$ cat src/rtl/riscv_pkg.sv
// ---------------------------------------------------------------------------
// riscv_pkg
//  Shared types and constants for the ID/EX stage.
//  - ctrl_t       : main-decoder control bundle carried from ID into EX
//  - ALU_OP_*     : ALUOp encodings presented to the ALU controller
//  - BUBBLE_CTRL  : control value of a bubble (no side effects)
// ---------------------------------------------------------------------------
package riscv_pkg;

   typedef struct packed {
      logic alu_src;
      logic mem_read;
      logic mem_write;
      logic mem_to_reg;
      logic reg_write;
      logic branch;
   } ctrl_t;

   localparam logic [1:0] ALU_OP_LDST   = 2'b00;
   localparam logic [1:0] ALU_OP_BRANCH = 2'b01;
   localparam logic [1:0] ALU_OP_RTYPE  = 2'b10;

   localparam ctrl_t BUBBLE_CTRL = '0;

endpackage : riscv_pkg

$ cat src/rtl/id_ex_stage_reg_hazard_detect.sv
// ---------------------------------------------------------------------------
// hazard_detect
//  Purely combinational load-use hazard detector.
//  Inputs : id_valid, id_rs1, id_rs2, id_rs2_used  (instruction in ID)
//           ex_valid, ex_mem_read, ex_rd           (instruction in EX)
//           flush                                   (EX redirect)
//  Output : stall  - hold PC and IF/ID this cycle
// ---------------------------------------------------------------------------
module hazard_detect #(
   parameter int RADDR_W = 5
) (
   input  logic               id_valid,
   input  logic [RADDR_W-1:0] id_rs1,
   input  logic [RADDR_W-1:0] id_rs2,
   input  logic               id_rs2_used,
   input  logic               ex_valid,
   input  logic               ex_mem_read,
   input  logic [RADDR_W-1:0] ex_rd,
   input  logic               flush,
   output logic               stall
);

   logic rd_nonzero;
   logic rs1_match;
   logic rs2_match;

   // Load in EX whose destination is read by ID; x0 is never a real producer,
   // and a flush kills the ID instruction so no stall is needed.
   always_comb begin
      rd_nonzero = (ex_rd != '0);
      rs1_match  = (ex_rd == id_rs1);
      rs2_match  = id_rs2_used & (ex_rd == id_rs2);
      stall      = id_valid & ex_valid & ex_mem_read & rd_nonzero &
                   (rs1_match | rs2_match) & ~flush;
   end

endmodule : hazard_detect

$ cat src/rtl/id_ex_stage_reg.sv
// ---------------------------------------------------------------------------
// id_ex_stage_reg
//  ID/EX pipeline register with load-use stall, flush and a saturating
//  bubble counter.
//  Inputs : clk, reset (sync, active-high), id_* (decoded instruction),
//           flush (EX redirect)
//  Outputs: ex_* (registered copies of id_*), ex_valid,
//           stall (combinational IF/ID hold), bubble_cnt
//  Edge priority: reset > flush > stall > load. Flush, stall and an invalid
//  ID instruction all load an all-zero bubble; only flush/stall are counted.
// ---------------------------------------------------------------------------
module id_ex_stage_reg
   import riscv_pkg::*;
#(
   parameter int XLEN    = 32,
   parameter int RADDR_W = 5,
   parameter int CNT_W   = 32
) (
   input  logic               clk,
   input  logic               reset,
   input  logic               id_valid,
   input  logic [XLEN-1:0]    id_pc,
   input  logic [XLEN-1:0]    id_rd1,
   input  logic [XLEN-1:0]    id_rd2,
   input  logic [XLEN-1:0]    id_imm,
   input  logic [RADDR_W-1:0] id_rs1,
   input  logic [RADDR_W-1:0] id_rs2,
   input  logic               id_rs2_used,
   input  logic [RADDR_W-1:0] id_rd,
   input  logic [2:0]         id_funct3,
   input  logic [6:0]         id_funct7,
   input  logic [1:0]         id_alu_op,
   input  ctrl_t              id_ctrl,
   input  logic               flush,
   output logic               ex_valid,
   output logic [XLEN-1:0]    ex_pc,
   output logic [XLEN-1:0]    ex_rd1,
   output logic [XLEN-1:0]    ex_rd2,
   output logic [XLEN-1:0]    ex_imm,
   output logic [RADDR_W-1:0] ex_rs1,
   output logic [RADDR_W-1:0] ex_rs2,
   output logic [RADDR_W-1:0] ex_rd,
   output logic [2:0]         ex_funct3,
   output logic [6:0]         ex_funct7,
   output logic [1:0]         ex_alu_op,
   output ctrl_t              ex_ctrl,
   output logic               stall,
   output logic [CNT_W-1:0]   bubble_cnt
);

   logic               valid_q,  valid_d;
   logic [XLEN-1:0]    pc_q,     pc_d;
   logic [XLEN-1:0]    rd1_q,    rd1_d;
   logic [XLEN-1:0]    rd2_q,    rd2_d;
   logic [XLEN-1:0]    imm_q,    imm_d;
   logic [RADDR_W-1:0] rs1_q,    rs1_d;
   logic [RADDR_W-1:0] rs2_q,    rs2_d;
   logic [RADDR_W-1:0] rd_q,     rd_d;
   logic [2:0]         funct3_q, funct3_d;
   logic [6:0]         funct7_q, funct7_d;
   logic [1:0]         alu_op_q, alu_op_d;
   ctrl_t              ctrl_q,   ctrl_d;
   logic [CNT_W-1:0]   cnt_q,    cnt_d;

   logic stall_s;
   logic bubble_s;
   logic count_s;

   hazard_detect #(
      .RADDR_W (RADDR_W)
   ) u_hazard (
      .id_valid    (id_valid),
      .id_rs1      (id_rs1),
      .id_rs2      (id_rs2),
      .id_rs2_used (id_rs2_used),
      .ex_valid    (valid_q),
      .ex_mem_read (ctrl_q.mem_read),
      .ex_rd       (rd_q),
      .flush       (flush),
      .stall       (stall_s)
   );

   // Next-state selection: bubble (flush/stall/invalid ID) or ID payload;
   // counter advances on flush/stall bubbles and saturates at all-ones.
   always_comb begin
      count_s  = flush | stall_s;
      bubble_s = count_s | ~id_valid;

      if (bubble_s) begin
         valid_d  = 1'b0;
         pc_d     = '0;
         rd1_d    = '0;
         rd2_d    = '0;
         imm_d    = '0;
         rs1_d    = '0;
         rs2_d    = '0;
         rd_d     = '0;
         funct3_d = 3'b000;
         funct7_d = 7'b0000000;
         alu_op_d = ALU_OP_LDST;
         ctrl_d   = BUBBLE_CTRL;
      end else begin
         valid_d  = 1'b1;
         pc_d     = id_pc;
         rd1_d    = id_rd1;
         rd2_d    = id_rd2;
         imm_d    = id_imm;
         rs1_d    = id_rs1;
         rs2_d    = id_rs2;
         rd_d     = id_rd;
         funct3_d = id_funct3;
         funct7_d = id_funct7;
         alu_op_d = id_alu_op;
         ctrl_d   = id_ctrl;
      end

      if (count_s && (cnt_q != '1)) begin
         cnt_d = cnt_q + {{(CNT_W-1){1'b0}}, 1'b1};
      end else begin
         cnt_d = cnt_q;
      end
   end

   // ID/EX register bank and bubble counter with synchronous reset.
   always_ff @(posedge clk) begin
      if (reset) begin
         valid_q  <= 1'b0;
         pc_q     <= '0;
         rd1_q    <= '0;
         rd2_q    <= '0;
         imm_q    <= '0;
         rs1_q    <= '0;
         rs2_q    <= '0;
         rd_q     <= '0;
         funct3_q <= 3'b000;
         funct7_q <= 7'b0000000;
         alu_op_q <= 2'b00;
         ctrl_q   <= BUBBLE_CTRL;
         cnt_q    <= '0;
      end else begin
         valid_q  <= valid_d;
         pc_q     <= pc_d;
         rd1_q    <= rd1_d;
         rd2_q    <= rd2_d;
         imm_q    <= imm_d;
         rs1_q    <= rs1_d;
         rs2_q    <= rs2_d;
         rd_q     <= rd_d;
         funct3_q <= funct3_d;
         funct7_q <= funct7_d;
         alu_op_q <= alu_op_d;
         ctrl_q   <= ctrl_d;
         cnt_q    <= cnt_d;
      end
   end

   assign ex_valid   = valid_q;
   assign ex_pc      = pc_q;
   assign ex_rd1     = rd1_q;
   assign ex_rd2     = rd2_q;
   assign ex_imm     = imm_q;
   assign ex_rs1     = rs1_q;
   assign ex_rs2     = rs2_q;
   assign ex_rd      = rd_q;
   assign ex_funct3  = funct3_q;
   assign ex_funct7  = funct7_q;
   assign ex_alu_op  = alu_op_q;
   assign ex_ctrl    = ctrl_q;
   assign stall      = stall_s;
   assign bubble_cnt = cnt_q;

endmodule : id_ex_stage_reg
$ cat config.mk
export PLATFORM = sky130hd
export DESIGN_NAME = id_ex_stage_reg
export DESIGN_NICKNAME = d
export VERILOG_FILES = /design/src/rtl/riscv_pkg.sv /design/src/rtl/id_ex_stage_reg_hazard_detect.sv /design/src/rtl/id_ex_stage_reg.sv
export SDC_FILE = /design/constraint.sdc
export NUM_CORES = 1
export LEC_CHECK = 0
export CORE_AREA = 2 2 138 140
export CTS_BUF_LIST = sky130_fd_sc_hd__clkbuf_16
export DETAILED_ROUTE_END_ITERATION = 7
export DIE_AREA = 0 0 140 142
export PLACE_DENSITY = 0.73
export SLEW_MARGIN = 10
export SYNTH_ARGS = -nofsm -noshare
export SYNTH_HDL_FRONTEND = slang
export SYNTH_SLANG_ARGS = --single-unit
$ cat constraint.sdc
create_clock -name clk -period 5.55 [get_ports clk]
set_input_delay 0.8325 -clock clk [delete_from_list [all_inputs] [get_ports clk]]
set_output_delay 0.8325 -clock clk [all_outputs]
set_load 0.05 [all_outputs]
==> results summary <==
The count of synthesis-stage warnings from yosys came out at 0. In the global route stage, met3 resource usage came out at 7.47%. The root buffer cell chosen for the clock tree is sky130_fd_sc_hd__clkbuf_16. The number of flops mapped to enable cells by yosys came out at 0.

The number of DRC markers in iteration 0 is 300. The hold path depth is 2. The overall routed net length came out at 18.7 mm. The number of endpoints with negative hold slack in the final report is 0.

The detailed-router iteration count before antenna repair came out at 8. Headroom to the max-slew limit came out at 57.8%. The clock transition time at the flip-flop clock pins of the worst setup and hold paths came out at 0.06 ns.

The switching portion of total power came out at 24.0%. The startpoint identified for the worst register-to-register timing path is bubble_cnt[0]$_SDFFE_PP0P_. The setup TNS came out at 0 ns. In the synthesized netlist the dominant register cell turns out to be sky130_fd_sc_hd__dfxtp_1. The global placement routability congestion is 0.831. The worst ir drop on vdd came out at 0.221 mV.

In this run the worst path has a maximum fanout of 2. The number of top-level pins came out at 361. The number of antenna violations at the first check in global routing came out at 0. For hold timing, the worst endpoint is bubble_cnt[28]$_SDFFE_PP0P_. Setup repair after global routing left no endpoint under its margin. met2 is the most crowded layer.

At the worst endpoint, the required time is 4.72 ns. The fmax is 274 MHz. The synthesized netlist net count is 727. The post-detailed-placement half-perimeter wirelength came out at 14.2 mm. The total clock buffers created by CTS is 17.

The post-layout total power is 0.00298 W. The post-layout instance count excluding filler cells is 1161. Once the floorplan was initialized, standard cells occupied 33.8% of the core. The combined global-route utilization of all metal layers is 18.3%. The startpoint identified for the worst hold timing path is bubble_cnt[28]$_SDFFE_PP0P_. The critical path startpoint category is an input port. The class of the tightest hold or removal check is register to register. The endpoint identified for the worst register-to-register timing path is bubble_cnt[9]$_SDFFE_PP0P_.

In the routed layout, each cell is associated on average with a via count of 4.42. The worst-case register-to-register setup slack is 2.67 ns. The cell with the biggest individual delay on the critical path is sky130_fd_sc_hd__clkdlybuf4s50_1. After synthesis, the largest area contributor takes up 62.2% of total cell area. The total global routing overflow came out at 0. The remaining number of nets flagged by the antenna check after routing came out at 0. The final reports fail on design-rule violations.

The setup skew after layout is 0.0111 ns. Combinational logic is responsible for 11.9% of the overall power. The ratio of cells with drive above 1 in the final layout is 6.26%. The number of cell instances on the worst register-to-register path is 8.

The sequential power share is 48.2%. The area of the core came out at 18500 um^2. The deepest level of the CTS H-tree is 4. Traced cell by cell, the critical path runs through clkdlybuf4s50_1 > xnor2_1 > nand3_1 > o22ai_1 > and3_1 > clkdlybuf4s50_1.

The smallest hold slack came out at 0.504 ns. The mean routed wirelength per cell came out at 16.1 um. The leading cell type by number of instances after synthesis is sky130_fd_sc_hd__dfxtp_1. In this run the power spent charging and discharging nets is 0.000714 W. Across the run, the number of max-cap violations was 0. The total power per unit cell area is 281 nW/um^2. The number of register bits inferred by synthesis is 194. The minimum clock period came out at 3.65 ns. The max-slew violation count is 0.

Entering global routing, the biggest net connects 112 pins. By count the netlist is led by sky130_fd_sc_hd__dfxtp_1, sky130_fd_sc_hd__and2_1, sky130_fd_sc_hd__a21oi_1, sky130_fd_sc_hd__clkbuf_1, sky130_fd_sc_hd__nor2_1. The share of async-settable or async-resettable flops after synthesis came out at 0%. The DRC violation count after routing is 14. The placement row count came out at 50. The clock latency on the worst-skew pair came out at 0.42 ns.

STA classifies the critical path endpoint as an output port. The average cell area after synthesis is 11.1 um^2. After detailed placement, the design holds a cell count of 1128. The synthesis-to-layout area growth is 69.5%. The number of cells upsized or downsized after cts came out at 0. The number of antenna diodes in the final layout is 0. The analysis attributes to cell leakage a power of 3.94 nW.

In this design, the stage delay of the slowest critical-path cell is 0.81 ns. The number of unique standard cell types used by synthesis is 50. At the end of the flow, the number of nets in the layout was 1081. The internal portion of the total power is 0.00226 W. Sorting the synthesized cells by area gives the leading types as sky130_fd_sc_hd__dfxtp_1, sky130_fd_sc_hd__and2_1, sky130_fd_sc_hd__a21oi_1. The synthesized instance count is 560. At the worst endpoint, the arrival time is 2.82 ns.

The die is 142 um tall. The first global-routing pass estimated 27.7 mm of wire. The most repeated library cell on the critical path is sky130_fd_sc_hd__clkdlybuf4s50_1. The number of post-CTS setup repair buffers came out at 0. Summing every instance area after synthesis gives 6240 um^2.

The fraction of power consumed by the clock network is 39.9%. TritonCTS built the clock tree. The die area came out at 19900 um^2. The critical path in this run is classified as input port to output port.

For this design, the sink count on the clock tree is 194. The final non-filler cell area came out at 10600 um^2. The fraction of met1 tracks used by global routing is 20.9%. The count of buffers inserted at the top-level ports is 360. The vias after detailed routing came out at 5132.

The register area share after synthesis is 62.2%. Setup violations remaining at the end of the flow were counted as 0. The slew of the pin with the lowest slew margin is 0.630 ns. Global routing used 31.4% of the available met2 tracks. The share of the clock period used by the worst path after layout is 65.8%. The number of buffers added to fix hold violations after cts came out at 0. The placed standard-cell area is 10000 um^2. sky130_fd_sc_hd__dfxtp_1 takes more of the synthesized area than any other cell.

The number of global-route vias before repair came out at 4933. The worst-case clock buffer depth came out at 2. The run finished, with violations left. The die outline width came out at 140 um.
-- logic make-up after synthesis --
group                    Yosys count  share of synthesized area (%)
XOR/XNOR                          13                           1.82
buffers and inverters             35                           3.15
flip-flops                       194                           62.2
multiplexers                       9                           1.84
AND/OR/NAND/NOR                  261                           26.2
AO/OA/AOI/OAI                     47                           4.59
adder cells (fa/ha/maj)            1                          0.200
-- power groups by stage --
stage / clock network [W] / logic (W) / registers (W)
global route: 0.00128 / 0.000372 / 0.00144
finish: 0.00119 / 0.000354 / 0.00144
detailed placement: 0 / 0.000354 / 0.00147
CTS: 0.00122 / 0.000355 / 0.00144
global placement: 0 / 0.000352 / 0.00147
floorplan: 0 / 0.0000544 / 0.00158
-- how the worst max path moves through the flow --
stage / end / slack [ns] / from
after detailed placement: stall / 1.88 / id_rs1[1]
after CTS: stall / 1.88 / id_rs1[1]
after global routing: stall / 1.77 / id_rs1[3]
after floorplan: bubble_cnt[11]$_SDFFE_PP0P_ / 2.78 / bubble_cnt[0]$_SDFFE_PP0P_
final: stall / 1.90 / id_rs1[3]
after global placement: stall / 1.90 / id_rs1[1]
-- worst max-delay path: cells and delay by family --
family	cells	cell delay, ns
AND/OR/NAND/NOR	2	0.33
XOR/XNOR	1	0.12
buffers and inverters	2	1.30
AO/OA/AOI/OAI	1	0.23
-- cells in the final DEF, fill, tap and decap left out, drive strengths merged, types with 2 or more instances in the layout --
cell type / instances
a21oi: 21
and2: 162
and3: 2
and4: 3
buf: 3
bufinv: 2
clkbuf: 17
clkdlybuf4s50: 360
clkinv: 6
dfxtp: 194
inv: 13
mux2: 8
nand2: 14
nand3: 13
nand4: 7
nor2: 15
nor2b: 8
nor3: 3
nor3b: 3
nor4: 3
o21ai: 10
o22ai: 2
o31ai: 9
or2: 2
or3: 11
or4: 12
xnor2: 12
-- final cells by class --
type / count / area, um^2
multi-input cells: 331 / 2170
well taps: 234 / 293
clock buffers: 17 / 425
repair buffers: 363 / 3650
fillers: 1574 / 7870
clock inverters: 15 / 141
flip-flops and latches: 194 / 3880
inverters: 7 / 26.3
-- metal layers --
metal	vias up	wire [um]
met4	0	231
met5	-	0
met3	12	1720
met2	204	9450
met1	2376	7310
li1	2540	-
-- metrics by stage --
stage / setup slack (ns) / utilization (%)
after floorplan: 2.78 / -
after global placement: 1.90 / 54.2
after detailed placement: 1.88 / 54.2
after CTS: 1.88 / 57.3
after global routing: 1.77 / 57.3
final: 1.90 / 57.3
-- flip-flops by register name (all words and copies together), names as in the netlist, 3 cells and up --
| register | count |
|---|---|
| bubble_cnt | 32 |
| ex_imm | 32 |
| ex_pc | 32 |
| ex_rd1 | 32 |
| ex_rd2 | 32 |
| ex_funct7 | 7 |
| ex_ctrl | 6 |
| ex_rd | 5 |
| ex_rs1 | 5 |
| ex_rs2 | 5 |
| ex_funct3 | 3 |
No activity file was read; power rests on OpenSTA's default activity.
